==> config.mk <==
export PLATFORM = sky130hd
export DESIGN_NAME = snake_motion
export DESIGN_NICKNAME = d
export VERILOG_FILES = /design/src/rtl/snake_motion.sv
export SDC_FILE = /design/constraint.sdc
export NUM_CORES = 1
export LEC_CHECK = 0
export ABC_AREA = 1
export CAP_MARGIN = 20
export CORE_MARGIN = 4
export CORE_UTILIZATION = 55
export CTS_CLUSTER_SIZE = 14
export DETAILED_ROUTE_END_ITERATION = 7
export GPL_TIMING_DRIVEN = 0
export PLACE_DENSITY = 0.88
export SLEW_MARGIN = 20
export SYNTH_ARGS = -nofsm -noshare
export SYNTH_HDL_FRONTEND = slang
export SYNTH_SLANG_ARGS = --single-unit
==> constraint.sdc <==
create_clock -name clk_25 -period 10.8 [get_ports clk_25]
set_clock_uncertainty 0.1 [all_clocks]
set_input_delay 1.08 -clock clk_25 [delete_from_list [all_inputs] [get_ports clk_25]]
set_output_delay 1.08 -clock clk_25 [all_outputs]
set_load 0.01 [all_outputs]
==> src/rtl/snake_motion.sv <==
`timescale 1ns/1ps
// snake_motion
//   Movement engine for the snake. Holds the per-segment coordinate arrays
//   and segment count read by the body-display stage. Once per game tick it
//   shifts the body down one slot, advances the head one square in the
//   latched direction and applies any pending growth. A wall or self
//   collision freezes the snake in the DEAD state until start is pulsed.
//
// Ports
//   clk_25        in   25 MHz pixel clock
//   reset_game_n  in   asynchronous active-low reset, forces IDLE + init values
//   start         in   pulse: IDLE -> RUN, DEAD -> IDLE (re-initialise)
//   move_tick     in   one-cycle pulse per game step
//   dir_valid     in   qualifies dir_req
//   dir_req       in   requested direction: 0 up, 1 right, 2 down, 3 left
//   grow          in   one-cycle pulse, food eaten
//   snake_x       out  segment x coordinates, index 0 = head
//   snake_y       out  segment y coordinates, index 0 = head
//   snake_length  out  index of the last valid segment (count - 1)
//   game_over     out  high in DEAD
//   running       out  high in RUN
module snake_motion #(
    parameter int MAX_SNAKE_LENGTH  = 16,
    parameter int SNAKE_POS_SIZE    = 10,
    parameter int SNAKE_SQUARE_SIZE = 16,
    parameter int X_MIN             = 160,
    parameter int X_MAX             = 768,
    parameter int Y_MIN             = 48,
    parameter int Y_MAX             = 512,
    parameter int INIT_X            = 400,
    parameter int INIT_Y            = 256,
    parameter int INIT_LEN          = 3
) (
    input  logic                                 clk_25,
    input  logic                                 reset_game_n,
    input  logic                                 start,
    input  logic                                 move_tick,
    input  logic                                 dir_valid,
    input  logic [1:0]                           dir_req,
    input  logic                                 grow,
    output logic [SNAKE_POS_SIZE-1:0]            snake_x [MAX_SNAKE_LENGTH],
    output logic [SNAKE_POS_SIZE-1:0]            snake_y [MAX_SNAKE_LENGTH],
    output logic [$clog2(MAX_SNAKE_LENGTH)-1:0]  snake_length,
    output logic                                 game_over,
    output logic                                 running
);

    localparam int LEN_W = $clog2(MAX_SNAKE_LENGTH);
    localparam int P     = SNAKE_POS_SIZE;

    // One extra bit so a step below zero shows up as a negative value.
    typedef logic signed [P:0] coord_s_t;

    localparam coord_s_t STEP  = coord_s_t'(SNAKE_SQUARE_SIZE);
    localparam coord_s_t XMIN_S = coord_s_t'(X_MIN);
    localparam coord_s_t XMAX_S = coord_s_t'(X_MAX);
    localparam coord_s_t YMIN_S = coord_s_t'(Y_MIN);
    localparam coord_s_t YMAX_S = coord_s_t'(Y_MAX);

    localparam logic [LEN_W-1:0] LEN_MAX  = LEN_W'(MAX_SNAKE_LENGTH - 1);
    localparam logic [LEN_W-1:0] LEN_INIT = LEN_W'(INIT_LEN - 1);

    typedef enum logic [1:0] {
        IDLE,
        RUN,
        DEAD
    } state_t;

    typedef enum logic [1:0] {
        UP    = 2'd0,
        RIGHT = 2'd1,
        DOWN  = 2'd2,
        LEFT  = 2'd3
    } dir_t;

    state_t           state;
    state_t           state_next;
    dir_t             dir;
    dir_t             pending_dir;
    dir_t             req_dir;
    dir_t             eff_dir;
    logic             grow_pending;

    logic             dir_legal;
    logic             grow_eff;
    logic             grow_apply;
    coord_s_t         head_xs;
    coord_s_t         head_ys;
    coord_s_t         next_xs;
    coord_s_t         next_ys;
    logic             wall_hit;
    logic             self_hit;
    logic [31:0]      len_u;
    logic             move_ok;
    logic             reinit;

    function automatic logic [P-1:0] init_x(input int unsigned i);
        if (i < INIT_LEN)
            return P'(INIT_X - int'(i) * SNAKE_SQUARE_SIZE);
        else
            return '0;
    endfunction

    function automatic logic [P-1:0] init_y(input int unsigned i);
        if (i < INIT_LEN)
            return P'(INIT_Y);
        else
            return '0;
    endfunction

    // Opposite direction: up<->down, right<->left differ only in bit 1.
    function automatic dir_t reverse_of(input dir_t d);
        return dir_t'(d ^ 2'b10);
    endfunction

    // ------------------------------------------------------------------
    // Move evaluation and next-state logic
    // ------------------------------------------------------------------
    always_comb begin
        req_dir    = dir_t'(dir_req);
        dir_legal  = dir_valid && (req_dir != reverse_of(dir));
        // A legal request arriving with the tick steers that same move.
        eff_dir    = dir_legal ? req_dir : pending_dir;
        grow_eff   = grow_pending | grow;
        grow_apply = grow_eff && (snake_length < LEN_MAX);

        head_xs = {1'b0, snake_x[0]};
        head_ys = {1'b0, snake_y[0]};
        next_xs = head_xs;
        next_ys = head_ys;
        case (eff_dir)
            UP:      next_ys = head_ys - STEP;
            RIGHT:   next_xs = head_xs + STEP;
            DOWN:    next_ys = head_ys + STEP;
            LEFT:    next_xs = head_xs - STEP;
            default: ;
        endcase

        wall_hit = (next_xs < XMIN_S) || (next_xs > XMAX_S) ||
                   (next_ys < YMIN_S) || (next_ys > YMAX_S);

        // The tail slot moves away on a normal step, so it only counts as
        // an obstacle when growth keeps it in place.
        len_u    = 32'(snake_length);
        self_hit = 1'b0;
        for (int unsigned i = 1; i < MAX_SNAKE_LENGTH; i++) begin
            if ((i < len_u) || ((i == len_u) && grow_apply)) begin
                if ((snake_x[i] == next_xs[P-1:0]) &&
                    (snake_y[i] == next_ys[P-1:0]))
                    self_hit = 1'b1;
            end
        end

        state_next = state;
        move_ok    = 1'b0;
        reinit     = 1'b0;
        case (state)
            IDLE: begin
                if (start)
                    state_next = RUN;
            end
            RUN: begin
                if (move_tick) begin
                    if (wall_hit || self_hit)
                        state_next = DEAD;
                    else
                        move_ok = 1'b1;
                end
            end
            DEAD: begin
                if (start) begin
                    state_next = IDLE;
                    reinit     = 1'b1;
                end
            end
            default: state_next = IDLE;
        endcase
    end

    // ------------------------------------------------------------------
    // State, body arrays and control registers
    // ------------------------------------------------------------------
    always_ff @(posedge clk_25 or negedge reset_game_n) begin
        if (!reset_game_n) begin
            state        <= IDLE;
            running      <= 1'b0;
            game_over    <= 1'b0;
            for (int unsigned i = 0; i < MAX_SNAKE_LENGTH; i++) begin
                snake_x[i] <= init_x(i);
                snake_y[i] <= init_y(i);
            end
            snake_length <= LEN_INIT;
            dir          <= RIGHT;
            pending_dir  <= RIGHT;
            grow_pending <= 1'b0;
        end else begin
            state     <= state_next;
            running   <= (state_next == RUN);
            game_over <= (state_next == DEAD);

            if (reinit) begin
                for (int unsigned i = 0; i < MAX_SNAKE_LENGTH; i++) begin
                    snake_x[i] <= init_x(i);
                    snake_y[i] <= init_y(i);
                end
                snake_length <= LEN_INIT;
                dir          <= RIGHT;
                pending_dir  <= RIGHT;
                grow_pending <= 1'b0;
            end else if (state == RUN) begin
                if (move_ok) begin
                    // Shift copies the old tail into index len+1, so growth
                    // only needs the length bump.
                    for (int unsigned i = 1; i < MAX_SNAKE_LENGTH; i++) begin
                        snake_x[i] <= snake_x[i-1];
                        snake_y[i] <= snake_y[i-1];
                    end
                    snake_x[0] <= next_xs[P-1:0];
                    snake_y[0] <= next_ys[P-1:0];
                    if (grow_apply)
                        snake_length <= snake_length + 1'b1;
                    dir          <= eff_dir;
                    pending_dir  <= eff_dir;
                    grow_pending <= 1'b0;
                end else if (!move_tick) begin
                    if (dir_legal)
                        pending_dir <= req_dir;
                    if (grow)
                        grow_pending <= 1'b1;
                end
            end
        end
    end

endmodule

# --- Yosys cells after proc, flatten, opt, wreduce, memory -nomap -nowiden ---
# Cells that the tools add are included.
totals:
  register_bits: 333
classes:
  bitwise: 2
  eq_ne: 54
  n_lt_le_gt_ge: 19
  n_mux: 65
  add_sub_neg: 5
  reduce_logical: 60
ops:
  columns: ["op", "n"]
  rows:
  - ["160-bit two-way mux", 6]
  - ["10-bit == test", 30]
  - ["11-bit one-hot mux with 2 select lines", 2]
  - ["1-bit two-way mux", 40]
  - ["4-bit == test, first input constant", 8]
  - ["1-bit logical AND", 32]
  - ["4-bit < comparator, first input constant", 7]
  - ["2-bit two-way mux", 12]
  - ["10-bit by 5-bit adder with 11-bit output, second input constant", 2]
  - ["11-bit greater-than comparator, second input constant", 2]
  - ["10-bit by 5-bit subtractor with 11-bit output, second input constant", 2]
  - ["1-bit logical OR", 18]
  - ["3-bit by 4-bit == test with 1-bit output, first input constant", 4]
  - ["3-bit by 4-bit < comparator with 1-bit output, first input constant", 4]
  - ["4-bit two-way mux", 4]
  - ["11-bit by 7-bit < comparator with 1-bit output, second input constant", 1]
  - ["11-bit by 9-bit < comparator with 1-bit output, second input constant", 1]
  - ["2-bit == test, second input constant", 4]
  - ["2-bit by 4-bit == test with 1-bit output, first input constant", 2]
  - ["2-bit by 4-bit < comparator with 1-bit output, first input constant", 2]
  - ["2-bit by 1-bit == test with 1-bit output, second input constant", 3]
  - ["2-bit one-hot mux with 3 select lines", 1]
  - ["3-bit AND reduction", 2]
  - ["2-bit nonzero test", 3]
  - ["other kinds (11)", 13]

# --- Depth between registers and ports, before layout ---
logic_depth:
  depth_word: 45
  mapped_depth: 38

# --- Least setup slack after synthesis ---
# No wires, ideal clock.
synth_path:
  path_kind: "in2reg"
  start: "input dir_req[0]"
  end: "register snake_x[26] (netlist name)"
  path_stages: 33
  t_arrival_ns: 4.564
  path_slack_ns: 6.006
  t_required_ns: 10.570
  path_cell_list: "inv_1 nand2_1 nand2_1 nand2_2 nand3_1 nand2_4 buf_4 nor2_1 inv_1 ha_1 a21oi_1 or2_2 nand3_1 nand2_1 nand3_1 nand2_1 inv_1 clkbuf_1 nand2_1 nand4_1 nor2_1 nand2_1 nor2_1 nand2_1 nand2_1 nor2_1 nand2_1 nor3_4 inv_2 buf_6 clkbuf_1 nand2_1 o21ai_0"
synth_between:
  elab_chain_len: 43
synth_rtl:
  columns: ["element", "line_no", "rtl"]
  rows:
  - ["from (decl)", "39", "input logic [1:0] dir_req,"]
  - ["2-bit inequality test", "121", "dir_legal = dir_valid && (req_dir != reverse_of(dir));"]
  - ["1-bit logical AND", "121", null]
  - ["2-bit two-way mux (*)", null, null]
  - ["2-bit == test, or another cell as far along", "131", "case (eff_dir)"]
  - ["11-bit one-hot mux with 2 select lines", "131", null]
  - ["10-bit == test, on equally long branches", "148, 149", null]
  - ["1-bit logical AND", "148", "if ((snake_x[i] == next_xs[P-1:0]) &&"]
  - ["1-bit two-way mux", "148", null]
  - ["[... 27 more ...]", null, null]
  - ["1-bit two-way mux", "148", null]
  - ["1-bit two-way mux", "147", "if ((i < len_u) || ((i == len_u) && grow_apply)) begin"]
  - ["1-bit logical OR (*)", "164", "if (wall_hit || self_hit)"]
  - ["1-bit two-way mux (*)", "164", null]
  - ["1-bit two-way mux (*)", "163", "if (move_tick) begin"]
  - ["1-bit two-way mux (*)", "157", "case (state)"]
  - ["2-bit nonzero test (no source line) (*)", null, null]
  - ["2-bit AND reduction (no source line) (*)", null, null]
  - ["to (signal, indexed assignment)", "189", "snake_x[i] <= init_x(i);"]
  - ["to (signal, indexed assignment)", "203", "snake_x[i] <= init_x(i);"]
  - ["to (signal, indexed assignment)", "215", "snake_x[i] <= snake_x[i-1];"]
  - ["to (decl)", "41", "output logic [SNAKE_POS_SIZE-1:0] snake_x [MAX_SNAKE_LENGTH],"]
# Mark *: on every way between the ends. The rest lies on a longest branch, timed or not.
# A chain may end at the register's enable or synchronous reset.

# --- Final worst setup path ---
layout_path:
  start: "input dir_req[1]"
  end: "register snake_y[18] (netlist name)"
layout_between:
  elab_chain_len: 43
layout_rtl:
  columns: ["element", "line_no", "rtl"]
  rows:
  - ["2-bit inequality test", "121", null]
  - ["1-bit logical AND", "121", null]
  - ["2-bit two-way mux (*)", null, null]
  - ["2-bit == test, or another cell as far along", "131", null]
  - ["11-bit one-hot mux with 2 select lines", "131", null]
  - ["10-bit == test, on equally long branches", "148, 149", null]
  - ["1-bit logical AND", "148", null]
  - ["1-bit two-way mux", "148", null]
  - ["[... 27 more ...]", null, null]
  - ["1-bit two-way mux", "148", null]
  - ["1-bit two-way mux", "147", null]
  - ["1-bit logical OR (*)", "164", null]
  - ["1-bit two-way mux (*)", "164", null]
  - ["1-bit two-way mux (*)", "163", null]
  - ["1-bit two-way mux (*)", "157", null]
  - ["2-bit nonzero test (no source line) (*)", null, null]
  - ["2-bit AND reduction (no source line) (*)", null, null]
  - ["to (signal, indexed assignment)", "190", "snake_y[i] <= init_y(i);"]
  - ["to (signal, indexed assignment)", "204", "snake_y[i] <= init_y(i);"]
  - ["to (signal, indexed assignment)", "216", "snake_y[i] <= snake_y[i-1];"]
  - ["to (decl)", "42", "output logic [SNAKE_POS_SIZE-1:0] snake_y [MAX_SNAKE_LENGTH],"]
# Marked as above.

==> flow_summary.yaml <==
status:
  status: "finished clean"
synth:
  ys.flop_type: "dfrtp_1"
  async_flop_share: 1.000
  synth_top_family_by_area: "simple AND/OR/NAND/NOR gates"
  synthAdderAreaFrac: 0.009735
  synth.top_cell.area_share: 0.3637
  yosysMostFrequentCell: "nand2_1"
  synth_cell_types: 39
  synth_simple_gate_area_share: 0.3357
  yosysWarningCount: 0
  ys_top_cells_by_area: "dfrtp_1, nand2_1, nor2_1"
  ys_seq_area_frac: 0.3926
  synth_commonest_cells: "nand2_1, nor2_1, inv_1"
  avgSynthCellArea_um2: 6.812
  synth_compound_area_frac: 0.07476
  syn_inst: 2000
  yosysTopAreaCell: "dfrtp_1"
  syn-cell-area_um2: 13620
  synth_nets: 2018
  synthMuxAreaShare: 0
  synth_xor_area_frac: 0.02379
  synth_edf_count: 0
  ys_ff_latch: 213
route:
  vias_per_cell: 5.715
  maxUsedRoutingLayer: "met4"
  met3_length_um: 7629
  dr_wl_met2_um: 26110
  wl_per_cell_um: 21.62
  dr_total_vias: 15440
  dr.pass1.iters: 6
  initialDrtViolationCount: 1937
  ant_nets: 0
  drc: 0
  wl_um: 58430
  wl_met1_um: 20590
global_route:
  grt_usage: 0.4183
  grt.overflow.total: 0
  antenna_found_initial: 0
  grt_pass1_wl_um: 86390
  grt_max_degree: 97
  grt_pass1_vias: 14990
worst_setup_path:
  cp_slowest_cell: "clkbuf_1"
  crit_type: "in -> reg"
  cpLargestDelayFamily: "simple AND/OR/NAND/NOR gates"
  cp_slowest_stage_delay_ns: 0.63
  rrSetupSlack_ns: 4.60
  rr_worst_depth: 32
  r2r_end: "snake_y[18]"
  cp_num_buf_inv: 8
  required_ns: 11.07
  critPathArrivalTime_ns: 7.08
  cp-end-kind: "flop"
  crit_top_cell: "nand2_1"
  timing.rr.start: "dir[0]"
  startpoint_type: "input pin"
  path_max_fanout: 10
timing:
  finalMaxSlewViolations: 0
  worstMarginPinSlew_ns: 0.9619
  final.min_clock_period_ns: 6.805
  finalSetupViolCount: 0
  max_freq_ghz: 0.1470
  relSlewSlack: 0.3587
  rsz0062_at_grt: "false"
  post-route-period-util: 0.6301
  hold_violations: 0
  tns_ns: 0
finish:
  multi_input_area_um2: 6048
  num_antenna_cells: 0
  ff_latch_area_um2: 5349
  nets: 2379
  fin_cells: 2702
  drive_above_1_share: 0.1072
  fill_cells: 1949
  syn_to_final_growth_pct: 33.82
  fin_util: 0.7496
  fin_area_um2: 18230
worst_hold_path:
  hold_class: "in -> async"
cts:
  cts_buffer_depth: 3
  cts_tree: "yes"
  cts_resized: 0
  clock_latency_ns: 0.53
  cts_setup_buffers: 0
  ctsRootBufferMaster: "clkbuf_16"
  cts_buffers: 24
  holdBufCountCts: 0
  clkTransAtPathRegs_ns: 0.06
  cts.htree.levels: 1
  cts.sinks: 213
placed_design:
  gp_congestion: 1.045
  dp_hpwl_um: 43170
  place_inst: 2659
  place_area_um2: 17420
  io_buffers: 333
die:
  die_x_um: 165.4
  row_count: 57
  die-area_um2: 27350
  core_area_um2: 24320
  die_h_um: 165.4
  start_util: 0.5602
  io_pins: 334
pwr:
  power_density_nw_per_um2: 328.3
  p_leak_uw: 0.008943
  peakVddDrop_uv: 199.7
job:
  maxCapViolations: 0
-- through the flow --
stage | hold slack, ns | total power (µW) | worst slack (ns)
floorplan | 0.3690 | 3301 | 6.006
global placement | 0.3722 | 4916 | -0.4358
detailed placement | 0.3804 | 5003 | 3.831
CTS | 0.3466 | 5862 | 4.309
global route | 0.3600 | 6283 | 3.649
finish | 0.3304 | 5985 | 3.995
-- area by class of cell --
cell class / instances / share of cell area
multi-input cells: 1368 / 0.3318
repair buffers: 335 / 0.1861
well taps: 324 / 0.02224
clock buffers: 38 / 0.04139
inverters: 206 / 0.04242
plain buffers: 213 / 0.07968
flip-flops and latches: 213 / 0.2934
clock inverters: 5 / 0.002951
-- worst max-delay path by stage --
stage                  from      endpoint  slack [ns]  cells past startpoint
2_1_floorplan    dir_req[0]   snake_x[26]        6.01                     33
3_3_place_gp   reset_game_n  snake_y[124]       -0.44                      1
3_5_place_dp     dir_req[1]   snake_y[48]        3.83                     33
4_1_cts          dir_req[1]    snake_y[5]        4.31                     31
5_1_grt          dir_req[1]    snake_y[5]        3.65                     33
6_report         dir_req[1]   snake_y[18]        4.00                     33
-- report_power, final --
group	total, µW	switching, µW	leakage [µW]	internal (µW)
logic	3630	2080	0.00566	1550
clock network	853	352	0.000401	501
registers	1500	391	0.00288	1110
-- cell usage in the layout (no fill, tap or decap), types with 27 or more instances in the layout --
cell | netlist | routed
o21ai_0 | 118 | 118
clkbuf_1 | 40 | 45
a21oi_1 | 27 | 27
nand3_1 | 92 | 92
dfrtp_1 | 198 | 198
nor2_1 | 256 | 256
buf_4 | 125 | 125
clkdlybuf4s50_1 | 0 | 332
nand2_1 | 725 | 725
xor2_1 | 36 | 36
inv_1 | 202 | 202
buf_2 | 30 | 30
-- layer usage --
layer,vias up,GRT usage
li1,6781,-
met1,7102,0.5216
met2,1292,0.6665
met3,268,0.09059
met4,0,0.2538
met5,-,0
-- flip-flops by register name (all words and copies together) (netlist names) --
register,flops
dir,2
game_over,1
grow_pending,1
pending_dir,2
running,1
snake_length,4
snake_x,100
snake_y,100
state,2
-- kinds of logic (layout without fill, tap and decap cells) --
kind of cell             count (synthesis)  in the layout
AND/OR/NAND/NOR                       1134           1134
flip-flops                             213            213
buffers and inverters                  419            797
XOR/XNOR                                37             37
adder cells (fa/ha/maj)                 10             10
AO/OA/AOI/OAI                          187            187
Power figures use the tool's default switching activity.
